$ cat src/rtl/sram_arb_pkg.sv
// Shared types for the SRAM-like bus arbiter: requester tags, grant FSM states
// and the transfer-size encoding used on the request fields.
package sram_arb_pkg;

  typedef enum logic {
    SRC_INST = 1'b0,
    SRC_DATA = 1'b1
  } src_e;

  typedef enum logic [1:0] {
    IDLE      = 2'd0,
    HOLD_INST = 2'd1,
    HOLD_DATA = 2'd2
  } arb_state_e;

  localparam logic [1:0] SIZE_BYTE = 2'd0;
  localparam logic [1:0] SIZE_HALF = 2'd1;
  localparam logic [1:0] SIZE_WORD = 2'd2;

endpackage

$ cat src/rtl/arb_tag_fifo.sv
// In-order tag FIFO: one entry per accepted-but-unanswered transaction, holding
// which requester issued it. The head tag routes the next slave response.
module arb_tag_fifo
  import sram_arb_pkg::*;
#(
  parameter int MAX_OUT = 2,
  localparam int PW = (MAX_OUT > 1) ? $clog2(MAX_OUT) : 1,
  localparam int CW = $clog2(MAX_OUT) + 1
) (
  input  logic          clk,
  input  logic          resetn,
  input  logic          push,
  input  src_e          push_tag,
  input  logic          pop,
  output src_e          head_tag,
  output logic [CW-1:0] count,
  output logic          full,
  output logic          empty
);

  src_e          tags [MAX_OUT];
  logic [PW-1:0] wr_ptr;
  logic [PW-1:0] rd_ptr;
  logic          do_push;
  logic          do_pop;

  assign full     = (count == CW'(MAX_OUT));
  assign empty    = (count == '0);
  assign do_push  = push & ~full;
  assign do_pop   = pop & ~empty;
  assign head_tag = tags[rd_ptr];

  // Pointers wrap modulo MAX_OUT; count tracks occupancy, unchanged on push+pop.
  always_ff @(posedge clk) begin
    if (!resetn) begin
      wr_ptr <= '0;
      rd_ptr <= '0;
      count  <= '0;
    end else begin
      if (do_push) wr_ptr <= (wr_ptr == PW'(MAX_OUT - 1)) ? '0 : wr_ptr + 1'b1;
      if (do_pop)  rd_ptr <= (rd_ptr == PW'(MAX_OUT - 1)) ? '0 : rd_ptr + 1'b1;
      case ({do_push, do_pop})
        2'b10:   count <= count + 1'b1;
        2'b01:   count <= count - 1'b1;
        default: count <= count;
      endcase
    end
  end

  // Tag storage needs no reset: entries are only read while counted valid.
  always_ff @(posedge clk) begin
    if (do_push) tags[wr_ptr] <= push_tag;
  end

endmodule

$ cat src/rtl/sram_bus_arbiter.sv
// Shares one SRAM-like master port between the inst-fetch and data ports.
// Handshake rule (both sides): a request transfers on a cycle where req=1 and
// addr_ok=1; once req is raised the requester holds req and all fields stable
// until addr_ok. Responses (data_ok) return strictly in acceptance order and are
// routed back using the tag FIFO. dbg_* outputs expose FSM and counter state.
module sram_bus_arbiter
  import sram_arb_pkg::*;
#(
  parameter int MAX_OUT      = 2,
  parameter int STARVE_LIMIT = 4,
  localparam int CW = $clog2(MAX_OUT) + 1,
  localparam int SW = $clog2(STARVE_LIMIT + 1)
) (
  input  logic          clk,
  input  logic          resetn,
  input  logic          inst_req,
  input  logic          inst_wr,
  input  logic [1:0]    inst_size,
  input  logic [3:0]    inst_wstrb,
  input  logic [31:0]   inst_addr,
  input  logic [31:0]   inst_wdata,
  output logic          inst_addr_ok,
  output logic          inst_data_ok,
  output logic [31:0]   inst_rdata,
  input  logic          data_req,
  input  logic          data_wr,
  input  logic [1:0]    data_size,
  input  logic [3:0]    data_wstrb,
  input  logic [31:0]   data_addr,
  input  logic [31:0]   data_wdata,
  output logic          data_addr_ok,
  output logic          data_data_ok,
  output logic [31:0]   data_rdata,
  output logic          mem_req,
  output logic          mem_wr,
  output logic [1:0]    mem_size,
  output logic [3:0]    mem_wstrb,
  output logic [31:0]   mem_addr,
  output logic [31:0]   mem_wdata,
  input  logic          mem_addr_ok,
  input  logic          mem_data_ok,
  input  logic [31:0]   mem_rdata,
  output logic          err_unexp,
  output arb_state_e    dbg_state,
  output logic [CW-1:0] dbg_count,
  output logic [SW-1:0] dbg_starve_cnt
);

  arb_state_e    state, state_nxt;
  logic          grant_vld;
  src_e          grant_src;
  logic          handshake;
  logic [SW-1:0] starve_cnt;
  src_e          head_tag;
  logic [CW-1:0] count;
  logic          full;
  logic          empty;

  arb_tag_fifo #(.MAX_OUT(MAX_OUT)) u_tag_fifo (
    .clk      (clk),
    .resetn   (resetn),
    .push     (handshake),
    .push_tag (grant_src),
    .pop      (mem_data_ok),
    .head_tag (head_tag),
    .count    (count),
    .full     (full),
    .empty    (empty)
  );

  // Grant state register.
  always_ff @(posedge clk) begin
    if (!resetn) state <= IDLE;
    else         state <= state_nxt;
  end

  // Grant selection: fresh arbitration in IDLE, locked source while holding.
  always_comb begin
    grant_vld = 1'b0;
    grant_src = SRC_INST;
    state_nxt = IDLE;
    case (state)
      IDLE: begin
        if (!full) begin
          if (starve_cnt == SW'(STARVE_LIMIT) && inst_req) begin
            grant_vld = 1'b1;
            grant_src = SRC_INST;
          end else if (data_req) begin
            grant_vld = 1'b1;
            grant_src = SRC_DATA;
          end else if (inst_req) begin
            grant_vld = 1'b1;
            grant_src = SRC_INST;
          end
        end
      end
      HOLD_INST: begin
        grant_vld = 1'b1;
        grant_src = SRC_INST;
      end
      HOLD_DATA: begin
        grant_vld = 1'b1;
        grant_src = SRC_DATA;
      end
      default: ;
    endcase
    if (grant_vld && !mem_addr_ok)
      state_nxt = (grant_src == SRC_DATA) ? HOLD_DATA : HOLD_INST;
  end

  assign mem_req   = grant_vld;
  assign mem_wr    = (grant_src == SRC_DATA) ? data_wr    : inst_wr;
  assign mem_size  = (grant_src == SRC_DATA) ? data_size  : inst_size;
  assign mem_wstrb = (grant_src == SRC_DATA) ? data_wstrb : inst_wstrb;
  assign mem_addr  = (grant_src == SRC_DATA) ? data_addr  : inst_addr;
  assign mem_wdata = (grant_src == SRC_DATA) ? data_wdata : inst_wdata;

  assign handshake    = mem_req & mem_addr_ok;
  assign inst_addr_ok = handshake & (grant_src == SRC_INST);
  assign data_addr_ok = handshake & (grant_src == SRC_DATA);

  assign inst_data_ok = mem_data_ok & ~empty & (head_tag == SRC_INST);
  assign data_data_ok = mem_data_ok & ~empty & (head_tag == SRC_DATA);
  assign inst_rdata   = mem_rdata;
  assign data_rdata   = mem_rdata;

  // Starvation counter: data wins while inst waits, saturating at the limit.
  always_ff @(posedge clk) begin
    if (!resetn)
      starve_cnt <= '0;
    else if (!inst_req || inst_addr_ok)
      starve_cnt <= '0;
    else if (data_addr_ok && starve_cnt != SW'(STARVE_LIMIT))
      starve_cnt <= starve_cnt + 1'b1;
  end

  // Sticky flag for a slave response with nothing outstanding.
  always_ff @(posedge clk) begin
    if (!resetn)                  err_unexp <= 1'b0;
    else if (mem_data_ok && empty) err_unexp <= 1'b1;
  end

  assign dbg_state      = state;
  assign dbg_count      = count;
  assign dbg_starve_cnt = starve_cnt;

endmodule

$ cat config.mk
export PLATFORM = sky130hd
export DESIGN_NAME = sram_bus_arbiter
export DESIGN_NICKNAME = d
export VERILOG_FILES = /design/src/rtl/sram_arb_pkg.sv /design/src/rtl/arb_tag_fifo.sv /design/src/rtl/sram_bus_arbiter.sv
export SDC_FILE = /design/constraint.sdc
export NUM_CORES = 1
export LEC_CHECK = 0
export ABC_CLOCK_PERIOD_IN_PS = 2300
export CORE_AREA = 2 2 129 131
export DETAILED_ROUTE_END_ITERATION = 10
export DIE_AREA = 0 0 131 133
export PLACE_DENSITY = 0.55
export SKIP_LAST_GASP = 1
export SLEW_MARGIN = 20
export SYNTH_ARGS = -nofsm -noshare
export SYNTH_HDL_FRONTEND = slang
export SYNTH_SLANG_ARGS = --single-unit
$ cat constraint.sdc
create_clock -name clk -period 2.3 [get_ports clk]
set_input_delay 0.46 -clock clk [delete_from_list [all_inputs] [get_ports clk]]
set_output_delay 0.46 -clock clk [all_outputs]
set_load 0.05 [all_outputs]
==> impl_results.md <==
- Max Clock Freq: 412 MHz
- Multi-input gate area: 0.00153 sq mm
- Worst-Margin Slew: 0.591 ns
- Fin crit period: 2.43 ns
- H-tree depth: 1
- TritonCTS clock tree: built
- Startpoint types: register
- Failing checks: negative setup slack
- Most common cell after layout, fill and taps aside: clkdlybuf4s50_1
- Final Wtd Congestion: 0.825
- Total track usage: 10.8%
- Commonest non-fill, non-tap cells in the layout: clkdlybuf4s50_1 (152), mux2_4 (63), buf_6 (48), buf_4 (36), buf_12 (18)
- Post-DRT Antenna Nets: 0
- Num rows: 47
- Drt total wl: 10,600 um
- Area Overhead vs Synth: 123%
- Clock Path Buffers: 2
- Layout cells sized above 1: 49.6%
- Nets: 608
- Num CTS Buffers: 3
- Initial antenna violation count: 0
- Cell family with most CP delay: buffers and inverters
- IO Port Bufs: 231
- Via density: 3.62
- Dpl cell area: 0.00458 sq mm
- Starting Density: 14.2%
- Hold_buf cts: 0
- Crit. End Element: output pin
- Mean routed wirelength per cell: 16.5 um
- Worst skew pair latency: 0.24 ns
- Max VDD drop: 387 uV
- Worst rel slew slack: 60.5%
- Slew Viols, Final: 0
- Die ar.: 0.0174 sq mm
- Crit Reg-Reg Startpoint: dbg_state[1]
- Post-route setup TNS: -4.18 ns
- Top post-synthesis cells by area: mux2_4 (38%), buf_4 (21%), dfxtp_1 (9.6%), mux2_2 (6.4%), buf_6 (3.4%)
- Crit path DAT: 1.97 ns
- Vias post-DR: 2,323
- Most common cell on crit path: buf_12
- Critical path buffer and inverter count: 5
- Req. time, crit path: 1.84 ns
- Syn_nets: 407
- CTS clk-pin slew, worst paths: 0.05 ns
- Clock skew: 0.00151 ns
- Clk sinks: 13
- First-pass DRT Iterations: 4
- CP max stage cell: dfxtp_4
- Syn_area_per_cell: 10.4 sq um
- Final Hold Fails: 0
- Final worst slack: -0.127 ns
- Largest net degree at the start of global routing: 14
- Reg area: 292 sq um
- Total power: 4740 uW
- RSZ-0062 raised after global routing: true
- Die W: 131 um
- Max Cap Viol: 0
- Yosys reg bits: 13
- Lkg Pwr: 0.00225 uW
- Post-DP HPWL: 8990 um
- Hold Startpoint: err_unexp
- Crit path max fanout: 7
- Design area: 0.00513 sq mm
- Post-Place Setup Slack: -0.431 ns
- YS warnings: 0
- Core area: 0.0162 sq mm
- Post-synth cell types: 33
- Synth area leader: mux2_4
- WS Path Type: register to output pin
- Endpoints failing setup: 71
- Largest stage delay, worst path: 0.35 ns
- Root buffer cell: clkbuf_16
- DRT iter0 DRCs: 57
- GRT overflow: 0
- Status: finished, violations left
- Fin crit share: 106%
- First-pass GRT wire length: 14,100 um
- # fillers: 1,636
- Pwr/cell area: 924 mW/mm^2
- I/O pins: 328
- Part of the Yosys area used for sequential elements: 12.2%
- CP startpoint: dbg_state[0]
- Cell Chain, Critical Path: inv_2 -> ha_4 -> a41oi_4 -> buf_12 -> buf_12 -> buf_16 -> mux2_4 -> buf_8
- Hold Crit Class: register to register
- Vias in the first global route: 2,435
- Yosys top cell area share: 37.8%
- Area of the mapped netlist: 0.00230 sq mm
- Die height: 133 um
- N_diodes: 0
- Post-route DRC: 0
- Mapped Cells: 221
layout make-up:
| type | count | share of cell area (%) |
|---|---|---|
| flip-flops and latches | 13 | 5.68 |
| clock buffers | 3 | 1.46 |
| clock inverters | 1 | 0.0975 |
| well taps | 220 | 5.36 |
| repair buffers | 268 | 56.9 |
| multi-input cells | 128 | 29.8 |
| inverters | 8 | 0.634 |
worst paths after layout:
kind	endpoint	slack, ns	depth (start not counted)
setup / recovery	mem_addr[28]	-0.13	8
hold / removal	err_unexp	0.49	2
setup reg to reg	u_tag_fifo.count[1]	0.13	7
hold reg to reg	err_unexp	0.49	2
what timing repair did:
action | CTS | global route
setup buffers | 4 | 2
setup endpoints to repair | 74 | 73
pin swaps | 4 | 3
resized for setup | 83 | 12
gates cloned | 2 | 1
layer usage:
metal  GRT usage, %  part of all wire (%)
met3           2.95                    10
met4           3.37                   1.9
met5              0                     0
met2           18.9                    48
met1           12.5                    40
flip-flops by register name, indices dropped and copies added, names as in the netlist, named ones only:
| name | count |
|---|---|
| dbg_starve_cnt | 3 |
| dbg_state | 2 |
| err_unexp | 1 |
| u_tag_fifo.count | 2 |
| u_tag_fifo.rd_ptr | 1 |
| u_tag_fifo.tags | 2 |
| u_tag_fifo.wr_ptr | 1 |
logic make-up (layout without fill, tap and decap cells):
kind of cell               after synthesis  in the layout  share of synthesized area (%)
and+or+nand+nor                         30             30                           7.45
AOI/OAI and AO/OA                       17             17                           5.49
buffers and inverters                   80            280                           25.8
muxes                                   72             72                           44.6
adders and majority gates                6              6                           3.26
xor gates and xnor gates                 3              3                           1.14
DFF                                     13             13                           12.2
per-stage QoR:
stage | std cells | hold WS [ns] | utilization, %
after global routing | 641 | 0.516 | 31.7
after CTS | 638 | 0.499 | 31.2
after global placement | 628 | 0.475 | 28.3
after detailed placement | 628 | 0.483 | 28.3
final | 641 | 0.492 | 31.7
after floorplan | 221 | 0.539 | -
synth_stat cells:
master and number:
a2111o_1 1, mux2_2 13, buf_6 7, nand3_1 1, o22ai_1 2, or2_2 2, nor2_1 7, nor2b_1 3
nor3_1 1, a21oi_1 3, buf_4 64, a311oi_1 1, o21ai_0 3, nand3b_1 1, nand2b_4 1, or3_1 2
o21a_1 1, dfxtp_1 11, a31oi_1 2, mux2i_1 1, and2_1 5, a21boi_0 1, edfxtp_1 2, inv_1 8
o2111ai_1 1, a41oi_2 1, and4b_1 2, xnor2_1 3, mux2_4 58, buf_2 1, o221a_2 1, nand2_1 5
ha_1 6
tightest hold or removal path, delay by kind of cell (launching register included):
| family | cells | cell delay [ns] |
|---|---|---|
| and+or+nand+nor | 1 | 0.09 |
| DFF | 1 | 0.32 |
| AOI/OAI and AO/OA | 1 | 0.04 |
power by group:
group | switching [uW] | internal [uW]
clock | 106 | 232
combinational | 2090 | 1990
sequential | 37.5 | 291
total | 2240 | 2510
Power figures use the tool's default switching activity.
